===== src/rtl/uart_tx_fifo_pkg.sv =====
// Shared UART constants and FIFO helper types, used by the tx FIFO, transmitter and receiver.
package uart_tx_fifo_pkg;

  localparam int unsigned DataW        = 8;
  localparam int unsigned DefaultDepth = 16;

  // Encoded as {pop, write} so the operation can be built directly from the two strobes.
  typedef enum logic [1:0] {
    OpNone  = 2'b00,
    OpWrite = 2'b01,
    OpPop   = 2'b10,
    OpBoth  = 2'b11
  } fifo_op_e;

endpackage


===== src/rtl/uart_tx_fifo_if.sv =====
// Producer/transmitter-facing signal bundle of the UART transmit FIFO.
interface uart_tx_fifo_if
  import uart_tx_fifo_pkg::*;
#(
  parameter int unsigned DATA_W = DataW,
  parameter int unsigned DEPTH  = DefaultDepth
);

  localparam int unsigned LvlW = $clog2(DEPTH) + 1;

  logic              wr_en;
  logic [DATA_W-1:0] wr_data;
  logic              full;
  logic [LvlW-1:0]   level;
  logic              overflow;
  logic              underflow;
  logic              err_clr;
  logic              req;
  logic              data_available;
  logic [DATA_W-1:0] data;

  modport master (
    output wr_en, wr_data, err_clr, req,
    input  full, level, overflow, underflow, data_available, data
  );

  modport slave (
    input  wr_en, wr_data, err_clr, req,
    output full, level, overflow, underflow, data_available, data
  );

endinterface


===== src/rtl/uart_fifo_mem.sv =====
// FIFO storage: one write port and one registered read port, no reset on the array or read data.
module uart_fifo_mem #(
  parameter int unsigned DEPTH  = 16,
  parameter int unsigned DATA_W = 8,
  localparam int unsigned AddrW = $clog2(DEPTH)
) (
  input  logic              clk_i,
  input  logic              we_i,
  input  logic [AddrW-1:0]  waddr_i,
  input  logic [DATA_W-1:0] wdata_i,
  input  logic              re_i,
  input  logic [AddrW-1:0]  raddr_i,
  output logic [DATA_W-1:0] rdata_o
);

  logic [DATA_W-1:0] mem_q [DEPTH];
  logic [DATA_W-1:0] rdata_q;

  // Same-address write and read in one cycle returns the old entry (pop of a full FIFO).
  always_ff @(posedge clk_i) begin
    if (we_i) begin
      mem_q[waddr_i] <= wdata_i;
    end
    if (re_i) begin
      rdata_q <= mem_q[raddr_i];
    end
  end

  assign rdata_o = rdata_q;

endmodule


===== src/rtl/uart_tx_fifo.sv =====
// UART transmit FIFO: circular buffer with registered count, pop-loaded output byte, sticky errors.
module uart_tx_fifo
  import uart_tx_fifo_pkg::*;
#(
  parameter int unsigned DEPTH  = DefaultDepth,
  parameter int unsigned DATA_W = DataW
) (
  input  logic           clk_i,
  input  logic           rst_ni,
  uart_tx_fifo_if.slave  fifo_io
);

  localparam int unsigned PtrW = $clog2(DEPTH);
  localparam int unsigned CntW = $clog2(DEPTH) + 1;

  logic [PtrW-1:0]   wr_ptr_q, wr_ptr_d;
  logic [PtrW-1:0]   rd_ptr_q, rd_ptr_d;
  logic [CntW-1:0]   count_q, count_d;
  logic              ovf_q, ovf_d;
  logic              unf_q, unf_d;
  logic              data_vld_q, data_vld_d;
  logic              active_q;
  logic              full, avail, pop, wr_acc, wr_drop, req_empty;
  logic [DATA_W-1:0] rd_data;
  fifo_op_e          op;

  assign full      = (count_q == CntW'(DEPTH));
  assign avail     = (count_q != '0);
  // active_q masks the strobes on the first edge after reset release.
  assign pop       = active_q & fifo_io.req & avail;
  assign wr_acc    = active_q & fifo_io.wr_en & (~full | pop);
  assign wr_drop   = active_q & fifo_io.wr_en & full & ~pop;
  assign req_empty = active_q & fifo_io.req & ~avail;

  always_comb begin
    op         = fifo_op_e'({pop, wr_acc});
    wr_ptr_d   = wr_acc ? wr_ptr_q + PtrW'(1) : wr_ptr_q;
    rd_ptr_d   = pop ? rd_ptr_q + PtrW'(1) : rd_ptr_q;
    count_d    = count_q;
    unique case (op)
      OpWrite: count_d = count_q + CntW'(1);
      OpPop:   count_d = count_q - CntW'(1);
      OpNone,
      OpBoth:  count_d = count_q;
      default: count_d = count_q;
    endcase
    // Setting events win over a same-cycle clear.
    ovf_d      = wr_drop | (ovf_q & ~fifo_io.err_clr);
    unf_d      = req_empty | (unf_q & ~fifo_io.err_clr);
    data_vld_d = data_vld_q | pop;
  end

  always_ff @(posedge clk_i or negedge rst_ni) begin
    if (!rst_ni) begin
      wr_ptr_q   <= '0;
      rd_ptr_q   <= '0;
      count_q    <= '0;
      ovf_q      <= 1'b0;
      unf_q      <= 1'b0;
      data_vld_q <= 1'b0;
      active_q   <= 1'b0;
    end else begin
      wr_ptr_q   <= wr_ptr_d;
      rd_ptr_q   <= rd_ptr_d;
      count_q    <= count_d;
      ovf_q      <= ovf_d;
      unf_q      <= unf_d;
      data_vld_q <= data_vld_d;
      active_q   <= 1'b1;
    end
  end

  uart_fifo_mem #(
    .DEPTH  (DEPTH),
    .DATA_W (DATA_W)
  ) u_mem (
    .clk_i   (clk_i),
    .we_i    (wr_acc),
    .waddr_i (wr_ptr_q),
    .wdata_i (fifo_io.wr_data),
    .re_i    (pop),
    .raddr_i (rd_ptr_q),
    .rdata_o (rd_data)
  );

  // The read register has no reset, so the byte is masked to zero until the first pop.
  assign fifo_io.data           = data_vld_q ? rd_data : '0;
  assign fifo_io.full           = full;
  assign fifo_io.level          = count_q;
  assign fifo_io.data_available = avail;
  assign fifo_io.overflow       = ovf_q;
  assign fifo_io.underflow      = unf_q;

endmodule


===== src/flat_wrapper.sv =====
// flat-port wrapper written by rule: the top's interface ports become plain ports
module uart_tx_fifo_flat import uart_tx_fifo_pkg::*;
#(
  parameter int unsigned DEPTH  = DefaultDepth,
  parameter int unsigned DATA_W = DataW
)
  (clk_i, rst_ni, fifo_io_wr_en, fifo_io_wr_data, fifo_io_err_clr, fifo_io_req, fifo_io_full, fifo_io_level, fifo_io_overflow, fifo_io_underflow, fifo_io_data_available, fifo_io_data);
  uart_tx_fifo_if #(.DATA_W(DATA_W), .DEPTH(DEPTH)) fifo_io_i ();
  input  logic clk_i;
  input  logic rst_ni;
  input wire logic [$bits(fifo_io_i.wr_en)-1:0] fifo_io_wr_en;
  input wire logic [$bits(fifo_io_i.wr_data)-1:0] fifo_io_wr_data;
  input wire logic [$bits(fifo_io_i.err_clr)-1:0] fifo_io_err_clr;
  input wire logic [$bits(fifo_io_i.req)-1:0] fifo_io_req;
  output wire logic [$bits(fifo_io_i.full)-1:0] fifo_io_full;
  output wire logic [$bits(fifo_io_i.level)-1:0] fifo_io_level;
  output wire logic [$bits(fifo_io_i.overflow)-1:0] fifo_io_overflow;
  output wire logic [$bits(fifo_io_i.underflow)-1:0] fifo_io_underflow;
  output wire logic [$bits(fifo_io_i.data_available)-1:0] fifo_io_data_available;
  output wire logic [$bits(fifo_io_i.data)-1:0] fifo_io_data;
  assign fifo_io_i.wr_en = fifo_io_wr_en;
  assign fifo_io_i.wr_data = fifo_io_wr_data;
  assign fifo_io_i.err_clr = fifo_io_err_clr;
  assign fifo_io_i.req = fifo_io_req;
  assign fifo_io_full = fifo_io_i.full;
  assign fifo_io_level = fifo_io_i.level;
  assign fifo_io_overflow = fifo_io_i.overflow;
  assign fifo_io_underflow = fifo_io_i.underflow;
  assign fifo_io_data_available = fifo_io_i.data_available;
  assign fifo_io_data = fifo_io_i.data;
  uart_tx_fifo #(.DEPTH(DEPTH), .DATA_W(DATA_W)) u_core (.clk_i(clk_i), .rst_ni(rst_ni), .fifo_io(fifo_io_i));
endmodule

===== config.mk =====
export PLATFORM = sky130hd
export DESIGN_NAME = uart_tx_fifo_flat
export DESIGN_NICKNAME = d
export VERILOG_FILES = /design/src/rtl/uart_tx_fifo_pkg.sv /design/src/rtl/uart_tx_fifo_if.sv /design/src/rtl/uart_fifo_mem.sv /design/src/rtl/uart_tx_fifo.sv /design/src/flat_wrapper.sv
export SDC_FILE = /design/constraint.sdc
export NUM_CORES = 1
export LEC_CHECK = 0
export CAP_MARGIN = 20
export CORE_UTILIZATION = 58
export DETAILED_ROUTE_END_ITERATION = 8
export MAX_ROUTING_LAYER = met4
export PLACE_DENSITY = 0.86
export SLEW_MARGIN = 20
export SYNTH_ARGS = -nofsm -noshare
export SYNTH_HDL_FRONTEND = slang
export SYNTH_SLANG_ARGS = --single-unit

===== constraint.sdc =====
create_clock -name clk_i -period 6.5 [get_ports clk_i]
set_clock_uncertainty 0.2 [all_clocks]
set_input_delay 1.95 -clock clk_i [delete_from_list [all_inputs] [get_ports clk_i]]
set_output_delay 1.95 -clock clk_i [all_outputs]
set_load 0.03 [all_outputs]

---- Word-level counts from Yosys, hierarchy flattened ----
Memory sizes are Yosys's and may differ from the RTL's. A register that Yosys moved wholly into a read port is not among the register bits.
Index checks and enable logic that the tools add are counted.
Widths: inputs -> output; s select.
cells by class
  $add $sub $neg .......................... 4
  multiplexer cells ....................... 4
  eq/ne operators ......................... 4
  reductions and logical operators ........ 3
  bitwise gates (word level) .............. 17
operators with widths
  operator             number
  $pmux 5 s2           1
  $and 1x1->1          9
  $add 4x1->4 const B  2
  $mux 8               1
  $add 5x1->5 const B  1
  $eq 5x5->1 const B   1
  $reduce_bool 5->1    1
  $sub 5x1->5 const B  1
  $eq 2x2->1 const B   2
  $not 1->1            4
  $or 1x1->1           4
  $eq 2x1->1 const B   1
  $logic_not 2->1      1
  $mux 1               2
  $reduce_or 2->1      1
word-level totals
  memory bits (writable) .................. 128
  flip-flop bits (word level) ............. 17
  memories kept ........................... 1
  logic and storage cells ................. 40
memory list
  memory              depth  bits a word  read ports  clocked after memory_dff  wr ports  RTL line             source
  u_core.u_mem.mem_q  16     8            1           1                         1         uart_fifo_mem.sv:16  logic [DATA_W-1:0] mem_q [DEPTH];

---- Depth between registers and ports, before layout ----
Gate-level depths: netlist (run 1).
  word-level depth ........................ 6
  mapped depth ............................ 10
  depth with buffers taken out ............ 9

---- Cells and area by module ----
A second synthesis (run 1) with hierarchy kept.
unflattened totals
  cell total of the unflattened synthesis .. 319
  area, all modules ....................... 6174.7 um^2
modules (own cells, without submodules)
  module         sequential area each (um^2)  area an instance (um^2)  instances  cells an instance
  uart_fifo_mem  4083.9                       5227.5                   1          229
  uart_tx_fifo   425.4                        947.2                    1          90

---- Worst setup path after synthesis (run 1) ----
OpenSTA, ideal clock, no wires.
  path kind ............................... register to output
  start point ............................. register u_core.count_q[1], in the netlist u_core.fifo_io.level[1]
  end point ............................... output port fifo_io_full
  setup slack ............................. 2.700 ns
  cell stages (with the launch flop) ...... 4
  arrival ................................. 1.650 ns
  data required time ...................... 4.350 ns
  path buffers ............................ 1
  cell sequence ........................... dfrtp_1 buf_2 or4_1 nor2_1
on the way
  longest elaborated chain between the ends .. 1
ends and longest elaborated chain
  item                    RTL line            source
  start, declared         uart_tx_fifo.sv:18  logic [CntW-1:0] count_q, count_d;
  start signal, assigned  uart_tx_fifo.sv:65  count_q <= count_d;
  $eq 5x5->1              uart_tx_fifo.sv:27  assign full = (count_q == CntW'(DEPTH));
  end, declared           flat_wrapper.sv:15  output wire logic [$bits(fifo_io_i.full)-1:0] fifo_io_full;
No other way between the ends.

---- Worst setup path after layout (run 1) ----
  start point ............................. register u_core.count_q[2], in the netlist u_core.fifo_io.level[2]
  end point ............................... output port fifo_io_full
The elaborated chain is that of the path after synthesis.

==> results of run 1 <==
[tightest hold or removal path: cells and delay by family (launching register included)]
kind | cells | cell delay (ns)
DFF | 1 | 0.36
and+or+nand+nor | 1 | 0.07
AOI/OAI and AO/OA | 1 | 0.07
[how the worst max path moves through the flow]
stage	from	to	slack, ns	depth (start not counted)
global route	u_core.fifo_io.level[2]	fifo_io_full	1.79	3
CTS	u_core.fifo_io.level[2]	fifo_io_full	1.88	3
global placement	fifo_io_req	u_core.u_mem.mem_q[15][4]	2.18	5
finish	u_core.fifo_io.level[2]	fifo_io_full	1.90	3
detailed placement	fifo_io_wr_en	u_core.u_mem.mem_q[12][3]	2.06	5
floorplan	u_core.fifo_io.level[1]	fifo_io_full	2.70	3
[metrics by stage]
step	utilization	hold slack, ns	total power, uW
after floorplan	-	0.294	1890
after global placement	0.638	0.292	2060
after detailed placement	0.638	0.322	2090
after CTS	0.689	0.339	2960
after global routing	0.689	0.360	3050
final	0.689	0.335	2940
[routing by layer]
metal	share of wire	vias up	GRT usage	wire length, um
li1	-	1309	-	-
met1	0.41	1510	0.317	4800
met2	0.49	122	0.348	5660
met3	0.071	23	0.0699	823
met4	0.029	0	0.101	331
met5	0	-	-	0
[cell usage after synthesis, types with 2 or more instances]
cell type and count:
nand2_1 8, mux4_2 21, edfxtp_1 136, a21oi_1 2, and2_1 20, inv_1 9
nand3_1 2, buf_2 4, nor2_1 6, ha_1 6, nand4_1 3, o21ai_0 2
nand3b_1 2, buf_4 3, mux4_1 19, and3b_1 3, dfrtp_1 17, buf_8 2
or4_1 2, o211ai_1 2, xnor2_1 9, o22ai_1 2
[layout make-up]
type / count / area [um^2]
Clock buffer: 18 / 418
Clock inverter: 13 / 106
Fill cell: 643 / 3230
Inverter: 9 / 33.8
Multi-Input combinational cell: 127 / 1610
Sequential cell: 153 / 4510
Tap cell: 136 / 170
Timing Repair Buffer: 30 / 298
[flip-flops by register name, summed over array words and instances, names as in the netlist]
register,count
u_core.fifo_io.overflow,1
u_core.fifo_io.underflow,1
u_core.wr_ptr_q,4
u_core.rd_ptr_q,4
u_core.data_vld_q,1
u_core.u_mem.mem_q,128
u_core.fifo_io.level,5
u_core.active_q,1
u_core.u_mem.rdata_o,8
[cell families after synthesis]
logic type	after synthesis	share of synthesized area
flops	153	0.722
simple gates	53	0.0521
mux	43	0.161
buf+inv	20	0.0220
compound gates	14	0.0168
xor+xnor	10	0.0140
fa+ha+maj	6	0.0120
other cells	1	0.000600
[power by group]
group,leakage [uW],internal [uW],switching [uW]
Clock,0.000242,500,371
Combinational,0.000714,390,329
Sequential,0.00143,1190,166
==> flow_metrics.env, run 1 <==
export IMPL_outcome="finished clean"
export IMPL_crit_chain="or4_1, nor2_1, clkdlybuf4s50_1"
export IMPL_syn_num_nets=319
export IMPL_coreArea_um2=10400
export IMPL_grt_overflow=0
export IMPL_syn_area_um2=6250
export IMPL_worst_pin_slew_ns=1.09
export IMPL_crit_family="simple AND/OR/NAND/NOR gates"
export IMPL_clock_sinks=153
export IMPL_worst_path_max_fanout=8
export IMPL_dp_cells=455
export IMPL_drv_slew=0
export IMPL_min_path_type="reg2reg"
export IMPL_holdBufCountCts=0
export IMPL_netlist_instances=300
export IMPL_cp_data_required_time_ns=4.35
export IMPL_cts_resized=0
export IMPL_initial_utilization=0.603
export IMPL_syn2layout_area_growth_pct=14.3
export IMPL_hold_viol_final=0
export IMPL_layout_commonest_cell="edfxtp_1"
export IMPL_crit_buf_inv=1
export IMPL_fin_nets=357
export IMPL_ios=30
export IMPL_die_area_um2=11200
export IMPL_cts_buffers=17
export IMPL_antenna_cells=0
export IMPL_period_minus_slack_ns=4.60
export IMPL_worstHoldEndpoint="u_core.fifo_io.overflow"
export IMPL_r2r_start="u_core.fifo_io.level[2]"
export IMPL_drive_gt1_frac=0.157
export IMPL_cts_tree="done"
export IMPL_ys_types=42
export IMPL_cts_htree_levels=4
export IMPL_fin_setup_tns_ns=0
export IMPL_setup_violations=0
export IMPL_drc=0
export IMPL_antenna_found_initial=0
export IMPL_finalWirelength_um=11600
export IMPL_yosys_top_cells_area="edfxtp_1 65%, mux4_1 8.0%, mux4_2 7.6%, dfrtp_1 6.8%, and2_1 2.0%"
export IMPL_period_share=0.707
export IMPL_fmax_mhz=218
export IMPL_grt_max_degree=36
export IMPL_drt_pass1_iter_count=4
export IMPL_rows=37
export IMPL_gp_congestion=0.841
export IMPL_postPlaceCellArea_um2=6620
export IMPL_worst_path_max_delay_cell="clkdlybuf4s50_1"
export IMPL_r2r_end="u_core.fifo_io.level[4]"
export IMPL_cp_slowest_stage_delay_ns=0.68
export IMPL_dr_total_vias=2964
export IMPL_post_cts_buffers=0
export IMPL_start_kind="register"
export IMPL_drv_cap=0
export IMPL_ys_ff_latch=153
export IMPL_root_buffer="clkbuf_8"
export IMPL_grt_usage=0.238
export IMPL_rrSetupSlack_ns=3.53
export IMPL_yosys_area_top_type="edfxtp_1"
export IMPL_reg2regPathDepth=9
export IMPL_drtAntennaViolNets=0
export IMPL_critical_path_class="reg2out"
export IMPL_grt_pass1_vias=3057
export IMPL_fp_dieW_um=106
export IMPL_layout_common_cells="136 x edfxtp_1, 29 x clkdlybuf4s50_1, 21 x mux4_2, 20 x and2_1, 19 x mux4_1"
export IMPL_rsz0062_at_grt="no"
export IMPL_cts_clk_slew_worst_paths_ns=0.06
export IMPL_relSlewSlack=0.274
export IMPL_power_density_nw_per_um2=412
export IMPL_wl_per_cell_um=23.9
export IMPL_synth_top_area_frac=0.654
export IMPL_whs_path_depth=2
export IMPL_fin_cells=486
export IMPL_leakage_uw=0.00239
export IMPL_seq_area_frac_synth=0.722
export IMPL_worstPathArrival_ns=2.45
export IMPL_cts_max_path_buffers=2
export IMPL_worstSetupEndpointType="output port"
export IMPL_viasPerCell=6.10
export IMPL_ys_warn_count=0
export IMPL_clock_latency_ns=0.53
export IMPL_synth_edf_count=136
export IMPL_hpwl_um=7350
export IMPL_synthFlopType="edfxtp_1"
export IMPL_avgSynthCellArea_um2=20.8
export IMPL_hp_start="u_core.fifo_io.overflow"
export IMPL_final_area_um2=7140
export IMPL_pre_cts_ws_ns=2.06
export IMPL_finalWorstSetupSlack_ns=1.90
export IMPL_first_iter_violations=234
export IMPL_die_h_um=106
export IMPL_grt_pass1_wl_um=17900
export IMPL_async_flop_share=0.111
export IMPL_io_buffers=29
export IMPL_irDropWorstVdd_mv=0.289
Power figures use the tool's default switching activity.
==> run 2, diff against run 1 <==
Clock period 6.5 ns to 4.65 ns, I/O delays scaled along.
==> flow_metrics.env, run 2 (synthesis gave the netlist of run 1 again) <==
export IMPL_multi_input_area_um2=1600
export IMPL_io_buffers=29
export IMPL_cp_data_required_time_ns=3.05
export IMPL_cts_tree="done"
export IMPL_dr_total_vias=2968
export IMPL_initial_utilization=0.603
export IMPL_root_buffer="clkbuf_8"
export IMPL_die_h_um=106
export IMPL_wl_per_cell_um=24.2
export IMPL_drive_gt1_frac=0.159
export IMPL_clock_sinks=153
export IMPL_cp_slowest_stage_delay_ns=0.68
export IMPL_grt_max_degree=36
export IMPL_relSlewSlack=0.292
export IMPL_die_area_um2=11200
export IMPL_postPlaceCellArea_um2=6620
export IMPL_fp_dieW_um=106
export IMPL_layout_common_cells="136 x edfxtp_1, 29 x clkdlybuf4s50_1, 21 x mux4_2, 20 x and2_1, 19 x mux4_1"
export IMPL_grt_pass1_vias=3049
export IMPL_power_density_nw_per_um2=583
export IMPL_grt_usage=0.243
export IMPL_rsz0062_at_grt="no"
export IMPL_viasPerCell=6.08
export IMPL_final_util=0.692
export IMPL_period_minus_slack_ns=4.08
export IMPL_switching_power_uw=1200
export IMPL_syn2layout_area_growth_pct=14.9
export IMPL_grt_pass1_wl_um=18000
export IMPL_drt_pass1_iter_count=4
export IMPL_holdBufCountCts=0
export IMPL_drv_slew=0
export IMPL_hpwl_um=7490
export IMPL_hold_ws_ns=0.322
export IMPL_worst_path_max_fanout=8
export IMPL_ios=30
export IMPL_drc=0
export IMPL_p_comb_frac=0.243
export IMPL_pwr_share_clk=0.308
export IMPL_fmax_mhz=245
export IMPL_start_kind="register"
export IMPL_hold_viol_final=0
export IMPL_p_sw_frac=0.285
export IMPL_setup_violations=0
export IMPL_grt_overflow=0
export IMPL_min_path_type="reg2reg"
export IMPL_period_share=0.877
export IMPL_antenna_cells=0
export IMPL_finalWirelength_um=11800
export IMPL_fill_cells=642
export IMPL_fin_nets=358
export IMPL_first_iter_violations=191
export IMPL_crit_chain="or4_1, nor2_1, clkdlybuf4s50_1"
export IMPL_cts_buffers=17
export IMPL_drtAntennaViolNets=0
export IMPL_gp_congestion=0.775
export IMPL_p_int_uw=2990
export IMPL_irDropWorstVdd_mv=0.481
export IMPL_drv_cap=0
export IMPL_cts_max_path_buffers=2
export IMPL_finalWorstSetupSlack_ns=0.573
export IMPL_worstSetupEndpointType="output port"
export IMPL_regMostFlops="u_core.u_mem.mem_q"
export IMPL_worst_path_max_delay_cell="clkdlybuf4s50_1"
export IMPL_cts_htree_levels=4
export IMPL_cts_resized=0
export IMPL_outcome="finished clean"
export IMPL_p_seq_frac=0.450
export IMPL_coreArea_um2=10400
export IMPL_worstPathArrival_ns=2.48
export IMPL_regArea_um2=4510
export IMPL_worst_pin_slew_ns=1.06
export IMPL_largest_reg_flops=128
export IMPL_post_cts_buffers=0
export IMPL_critical_path_class="reg2out"
export IMPL_clock_latency_ns=0.53
export IMPL_antenna_found_initial=0
export IMPL_layout_commonest_cell="edfxtp_1"
export IMPL_rows=37
export IMPL_pre_cts_ws_ns=0.722
export IMPL_leakage_uw=0.00243
export IMPL_fin_setup_tns_ns=0
export IMPL_final_area_um2=7180
export IMPL_cts_clk_slew_worst_paths_ns=0.06
==> run 2: metal layers <==
layer  up-vias  track usage  wire length (um)
met5         -            -                 0
met4         0        0.102               269
met3        19       0.0600               675
met2       117        0.381              6110
met1      1514        0.305              4770
li1       1318            -                 -
==> run 2: through the flow <==
step                instances  total power [uW]
floorplan                 300              2640
global placement          456              2880
detailed placement        456              2930
CTS                       488              4220
global route              488              4360
finish                    488              4190
==> run 2: cell type report <==
type / count / area share
Tap cell: 136 / 0.0237
Timing Repair Buffer: 31 / 0.0425
Clock inverter: 9 / 0.0141
Clock buffer: 23 / 0.0636
Inverter: 9 / 0.00471
Sequential cell: 153 / 0.628
Multi-Input combinational cell: 127 / 0.223
==> run 2: worst paths after layout <==
check	startpoint	to	slack (ns)	cells after the start
setup / recovery	u_core.fifo_io.level[2]	fifo_io_full	0.57	3
hold / removal	u_core.fifo_io.overflow	u_core.fifo_io.overflow	0.32	2
setup reg to reg	u_core.fifo_io.level[2]	u_core.fifo_io.level[4]	1.76	9
hold reg to reg	u_core.fifo_io.overflow	u_core.fifo_io.overflow	0.32	2
max in group asynchronous	rst_ni	u_core.rd_ptr_q[0]	2.50	1
min in group asynchronous	rst_ni	u_core.data_vld_q	1.15	1
==> run 2: critical path: cells and delay by family, from the launching register on <==
family / cells / cell delay, ns
buf+inv: 1 / 0.68
flops: 1 / 0.49
simple gates: 2 / 0.78
==> run 2: power groups by stage <==
| stage | Sequential [uW] | Combinational (uW) | Clock (uW) |
|---|---|---|---|
| 2_1_floorplan | 1810 | 837 | 0 |
| 3_3_place_gp | 1900 | 984 | 0 |
| 3_5_place_dp | 1910 | 1020 | 0 |
| 4_1_cts | 1890 | 1030 | 1300 |
| 5_1_grt | 1910 | 1090 | 1350 |
| 6_report | 1880 | 1020 | 1290 |
